**src/rtl/seq_pkg.sv**
```systemverilog
// seq_pkg -- shared definitions for prog_sequencer and its bench.
//   state_t         : sequencer FSM state encoding (also exported on StateDbg)
//   PROG_BASE       : start address of each of the four ROM programs
//   MEM_LAT_DEFAULT : default number of extra wait cycles per load
package seq_pkg;

    typedef enum logic [2:0] {
        IDLE  = 3'd0,
        LOAD  = 3'd1,
        RUN   = 3'd2,
        MWAIT = 3'd3,
        DONE  = 3'd4
    } state_t;

    localparam int PROG_BASE [0:3] = '{0, 128, 256, 384};

    localparam int MEM_LAT_DEFAULT = 1;

endpackage

```
**src/rtl/sat_counter.sv**
```systemverilog
// sat_counter -- synchronous-clear, saturating up-counter.
//   clk   : clock, rising edge
//   rst   : asynchronous active-high reset (count -> 0)
//   clr   : synchronous clear, wins over inc
//   inc   : count up by one unless already all-ones
//   count : current value
module sat_counter #(
    parameter int W = 16
) (
    input  logic         clk,
    input  logic         rst,
    input  logic         clr,
    input  logic         inc,
    output logic [W-1:0] count
);

    always_ff @(posedge clk or posedge rst) begin
        if (rst) begin
            count <= '0;
        end else if (clr) begin
            count <= '0;
        end else if (inc && (count != '1)) begin
            count <= count + W'(1);
        end
    end

endmodule

```
**src/rtl/prog_sequencer.sv**
```systemverilog
// prog_sequencer -- program-counter sequencer for a small microcoded datapath.
//
// Handshakes:
//   Req/Done is a four-phase handshake: the host raises Req, the sequencer
//   runs the selected program and raises Done; Done stays high until the host
//   drops Req, after which the sequencer returns to IDLE. InstrValid is a
//   one-cycle qualifier: the datapath commits the instruction at PC in every
//   cycle where InstrValid is high, and never otherwise.
//
// Ports:
//   Clk, Reset  : clock (rising edge), asynchronous active-high reset
//   Req, ProgSel: run request and program index (sampled in IDLE only)
//   InstrAck    : current instruction is the halt word
//   MemRdEn     : current instruction is a load
//   Branch/Taken/Target : branch decode, condition, destination
//   PC          : instruction ROM address
//   InstrValid  : commit strobe for the current instruction
//   Busy        : state is LOAD, RUN or MWAIT
//   Done        : program finished, held until Req drops
//   CycleCnt    : RUN + MWAIT cycles of the last/current run (saturating)
//   StateDbg    : current FSM state, for observation
module prog_sequencer
    import seq_pkg::*;
#(
    parameter int PC_W    = 10,
    parameter int CNT_W   = 16,
    parameter int MEM_LAT = MEM_LAT_DEFAULT
) (
    input  logic             Clk,
    input  logic             Reset,
    input  logic             Req,
    input  logic [1:0]       ProgSel,
    input  logic             InstrAck,
    input  logic             MemRdEn,
    input  logic             Branch,
    input  logic             Taken,
    input  logic [PC_W-1:0]  Target,
    output logic [PC_W-1:0]  PC,
    output logic             InstrValid,
    output logic             Busy,
    output logic             Done,
    output logic [CNT_W-1:0] CycleCnt,
    output state_t           StateDbg
);

    localparam logic [2:0] LAT = 3'(MEM_LAT);

    state_t          state, state_nxt;
    logic [PC_W-1:0] pc_nxt;
    logic [2:0]      wait_cnt, wait_nxt;
    logic [1:0]      sel_q, sel_nxt;
    logic            cnt_clr, cnt_inc;

    always_ff @(posedge Clk or posedge Reset) begin
        if (Reset) begin
            state    <= IDLE;
            PC       <= '0;
            wait_cnt <= '0;
            sel_q    <= '0;
        end else begin
            state    <= state_nxt;
            PC       <= pc_nxt;
            wait_cnt <= wait_nxt;
            sel_q    <= sel_nxt;
        end
    end

    always_comb begin
        state_nxt  = state;
        pc_nxt     = PC;
        wait_nxt   = wait_cnt;
        sel_nxt    = sel_q;
        InstrValid = 1'b0;
        cnt_clr    = 1'b0;
        cnt_inc    = 1'b0;
        case (state)
            IDLE: begin
                if (Req) begin
                    sel_nxt   = ProgSel;
                    state_nxt = LOAD;
                end
            end
            LOAD: begin
                // Base addresses wider than PC_W simply wrap into the PC range.
                pc_nxt    = PC_W'(PROG_BASE[sel_q]);
                cnt_clr   = 1'b1;
                state_nxt = RUN;
            end
            RUN: begin
                cnt_inc = 1'b1;
                if (InstrAck) begin
                    InstrValid = 1'b1;
                    state_nxt  = DONE;
                end else if (MemRdEn && (LAT != 3'd0)) begin
                    // Load stalls: PC held, commit deferred to last MWAIT cycle.
                    wait_nxt  = LAT;
                    state_nxt = MWAIT;
                end else if (Branch && Taken) begin
                    InstrValid = 1'b1;
                    pc_nxt     = Target;
                end else begin
                    InstrValid = 1'b1;
                    pc_nxt     = PC + PC_W'(1);
                end
            end
            MWAIT: begin
                cnt_inc = 1'b1;
                if (wait_cnt <= 3'd1) begin
                    InstrValid = 1'b1;
                    pc_nxt     = PC + PC_W'(1);
                    wait_nxt   = 3'd0;
                    state_nxt  = RUN;
                end else begin
                    wait_nxt = wait_cnt - 3'd1;
                end
            end
            DONE: begin
                if (!Req) begin
                    state_nxt = IDLE;
                end
            end
            default: begin
                state_nxt = IDLE;
            end
        endcase
    end

    sat_counter #(
        .W(CNT_W)
    ) u_cycle_cnt (
        .clk  (Clk),
        .rst  (Reset),
        .clr  (cnt_clr),
        .inc  (cnt_inc),
        .count(CycleCnt)
    );

    assign Busy     = (state == LOAD) || (state == RUN) || (state == MWAIT);
    assign Done     = (state == DONE);
    assign StateDbg = state;

endmodule

```
**config.mk**
```make
export PLATFORM = sky130hd
export DESIGN_NAME = prog_sequencer
export DESIGN_NICKNAME = d
export VERILOG_FILES = /design/src/rtl/seq_pkg.sv /design/src/rtl/sat_counter.sv /design/src/rtl/prog_sequencer.sv
export SDC_FILE = /design/constraint.sdc
export NUM_CORES = 1
export LEC_CHECK = 0
export CAP_MARGIN = 20
export CORE_UTILIZATION = 50
export DETAILED_ROUTE_END_ITERATION = 8
export PLACE_DENSITY = 0.78
export SKIP_CTS_REPAIR_TIMING = 1
export SYNTH_ARGS = -nofsm -noshare
export SYNTH_HDL_FRONTEND = slang
export SYNTH_HIERARCHICAL = 1
export SYNTH_SLANG_ARGS = --single-unit
```
**constraint.sdc**
```tcl
create_clock -name Clk -period 2.9 [get_ports Clk]
set_input_delay 0.29 -clock Clk [delete_from_list [all_inputs] [get_ports Clk]]
set_output_delay 0.29 -clock Clk [all_outputs]
set_load 0.01 [all_outputs]
```
==> results.md <==
- Share of synthesized flip-flops with an asynchronous set or reset: 100%
- Core ar.: 0.00412 mm2
- Clk root buf: clkbuf_8
- Crit Path Class: reg2out
- Status: finished, final reports clean
- Synthesis Warnings: 6
- # rows: 23
- Worst min path class: in2async
- Port Buffers: 50
- Hold Slack: ~420 ps
- Worst-Skew Late Latency: 290 ps
- Final Hold Violating Endpoints: 0
- Nets: 317
- Io pins: 51
- Cell Pwr Density: 798 mW/mm2
- Via Count: roughly 2,100
- Final std cells w/o fill: about 350
- Overall routing resource usage: 25.5%
- Initial antenna violation count: 0
- Synthesized area: between 0.002 and 0.0025 mm2
- Number of synthesized flops with an enable pin: 0
- Max-Cap Viols: 0
- Seq/Total Area, Yosys: 38.8%
- Fillers: 323
- Worst Skew: 4.97 ps
- Post-synth top flop: dfrtp_1
- Post-synthesis register bit count: 34
- Largest net degree at the start of global routing: 21
- WL final: roughly 5.4 mm
- Critical Path End Type: primary output
- Placed Cells: 337
- Slew HR: 51.2%
- Clock tree from TritonCTS: built
- Ranking of synthesized cells by area: dfrtp_1, a21oi_1, o21ai_0, nand3_1, nand2_1
- Initial Util: between 50% and 60%
- Final period util: 78.1%
- Post-Syn Nets: 268
- Main combinational cell family by area after synthesis: simple AND/OR/NAND/NOR gates
- Synth Area in Adders: roughly 2.3%
- DRC: 0
- Chip Height: 68.2 um
- Critical path arrival: 1970 ps
- Gr ovfl total: 0
- GP Congestion: 0.850
- Die Wd: 68.2 um
- Share of the synthesized area in the top cell type: roughly two fifths
- Worst slack at placement: ~700 ps
- Clock buffer count from CTS: 5
- VDD IR max: about 0.63 mV
- H-tree depth: 2
- Final setup margin: roughly 640 ps
- Fmax: approximately 0.44 GHz
- Post-Synth Simple-Gate Area: about a quarter
- Layout cell share with drive strength beyond 1: 8.81%
- Fin Setup TNS: 0 ps
- Routed Antenna Nets: 0
- Vias in the first global route: 1,858
- Tmin final: 2260 ps
- Hpwl dp: 3.86 mm
- First-pass iteration count of the detailed router: 4
- Avg Cell Area, Syn: ~8.9 um2
- Initial DRC Count: 109
- DR vias/cell: 6.04
- Drt wl/cell: 15.7 um
- Final setup violating endpoints: 0
- Post-synthesis mux area share: 3.48%
- Static Leak: 0.00106 uW
- Cell taking the most area after synthesis: dfrtp_1
- Worst path required time: 2610 ps
- CTS sink count: 34
- Mapped Cells: 245
- Max FO, Critical Path: 4
- Total chip power: 2240 uW
- RSZ-0062 raised after global routing: false
- Startpoint Class: flip-flop
- P&R area growth vs syn: 28.3%
- Worst-margin pin slew: between 700 and 800 ps
- First-pass GRT wire length: 8.76 mm
- Slew Limit Fails: 0
- Post-Synth XOR/XNOR Area: 0%
- Reg clk slew, reported paths: 70 ps
- Synth cell types: just over 60
- ANT cells: 0
- Post-synthesis compound-gate area fraction: 23.8%
- Clk buf depth: 2
- Total die area: 0.00465 mm2
-- cells by family after synthesis --
logic type	after synthesis
AO/OA/AOI/OAI	76
adder cells (fa/ha/maj)	4
buffers and inverters	26
flip-flops	34
multiplexers	7
AND/OR/NAND/NOR	98
-- power breakdown --
| part | total (uW) | switching, uW | internal [uW] |
|---|---|---|---|
| Sequential | 766 | 171 | 595 |
| Combinational | 1110 | 570 | 538 |
| Clock | 370 | 178 | 192 |
-- registers in the layout, indices dropped and copies added (netlist names) --
| register | cells |
|---|---|
| StateDbg | 3 |
| PC | 10 |
| u_cycle_cnt/count | 16 |
| wait_cnt | 3 |
| sel_q | 2 |
-- synth_stat cells (all sizes together), types with 2 or more instances --
| cell type | count |
|---|---|
| nor4 | 4 |
| a32oi | 2 |
| inv | 14 |
| and2 | 2 |
| a221oi | 6 |
| nand2 | 16 |
| nor2b | 4 |
| nor3 | 8 |
| and4 | 2 |
| nand3 | 13 |
| o31ai | 5 |
| o22ai | 5 |
| o21ai | 14 |
| ha | 4 |
| buf | 3 |
| a2bb2oi | 2 |
| o41ai | 2 |
| or4 | 9 |
| nand2b | 5 |
| a21oi | 23 |
| o211ai | 2 |
| dfrtp | 34 |
| nand4 | 8 |
| mux2 | 5 |
| nor2 | 9 |
| a21o | 2 |
| a31oi | 2 |
| a211oi | 2 |
| or3 | 10 |
| mux2i | 2 |
| clkbuf | 8 |
-- metrics by stage --
step	util, %	area (um2)
2_1_floorplan	-	2190
4_1_cts	68.3	2810
6_report	68.3	2810
3_5_place_dp	66.1	2720
3_3_place_gp	66.1	2720
5_1_grt	68.3	2810
-- worst paths after layout --
check	to	startpoint	depth (start not counted)	slack, ps
max	InstrValid	wait_cnt[1]	6	640
min	u_cycle_cnt/count[11]	Reset	2	420
max reg2reg	u_cycle_cnt/count[13]	StateDbg[1]	6	650
min reg2reg	sel_q[0]	sel_q[0]	1	520
max in group asynchronous	StateDbg[2]	Reset	2	1980
min in group Clk	sel_q[0]	sel_q[0]	1	520
-- metal layers --
metal	share of wire, %	GRT usage (%)
met2	46	39.2
met4	1.0	7.81
met5	0	0
met3	4.8	5.50
met1	48	35.7
-- cell type report --
class / instances / area (um2) / area share (%)
Timing Repair Buffer: 54 / 531 / 18.9
Sequential cell: 34 / 851 / 30.2
Clock buffer: 7 / 86.3 / 3.07
Tap cell: 50 / 62.6 / 2.22
Clock inverter: 1 / 5.00 / 0.178
Inverter: 14 / 52.6 / 1.87
Multi-Input combinational cell: 185 / 1220 / 43.5
-- critical path, stage by stage (launching register included) --
cell and delay [ps]:
dfrtp_1 380, inv_1 100, ha_1 140, o21ba_2 170, o21a_1 190, nor3_1 140
clkdlybuf4s50_1 560
-- placed cells by master (no fill, tap or decap), types with 2 or more instances in the layout --
cell,n
clkdlybuf4s50_1,50
dfrtp_1,34
a21oi_1,22
nand2_1,16
inv_1,14
o21ai_0,14
nand3_1,13
or3_1,9
nor2_1,9
nor3_1,8
nand4_1,7
or4_1,7
clkbuf_8,6
nand2b_1,5
a221oi_1,5
o22ai_1,5
o31ai_1,5
mux2_2,4
nor4_1,4
nor2b_1,4
ha_1,4
buf_4,4
and4_1,2
a32oi_1,2
a211oi_1,2
o211ai_1,2
a31oi_1,2
a21o_1,2
mux2i_1,2
o41ai_1,2
No activity file was read; power rests on OpenSTA's default activity.
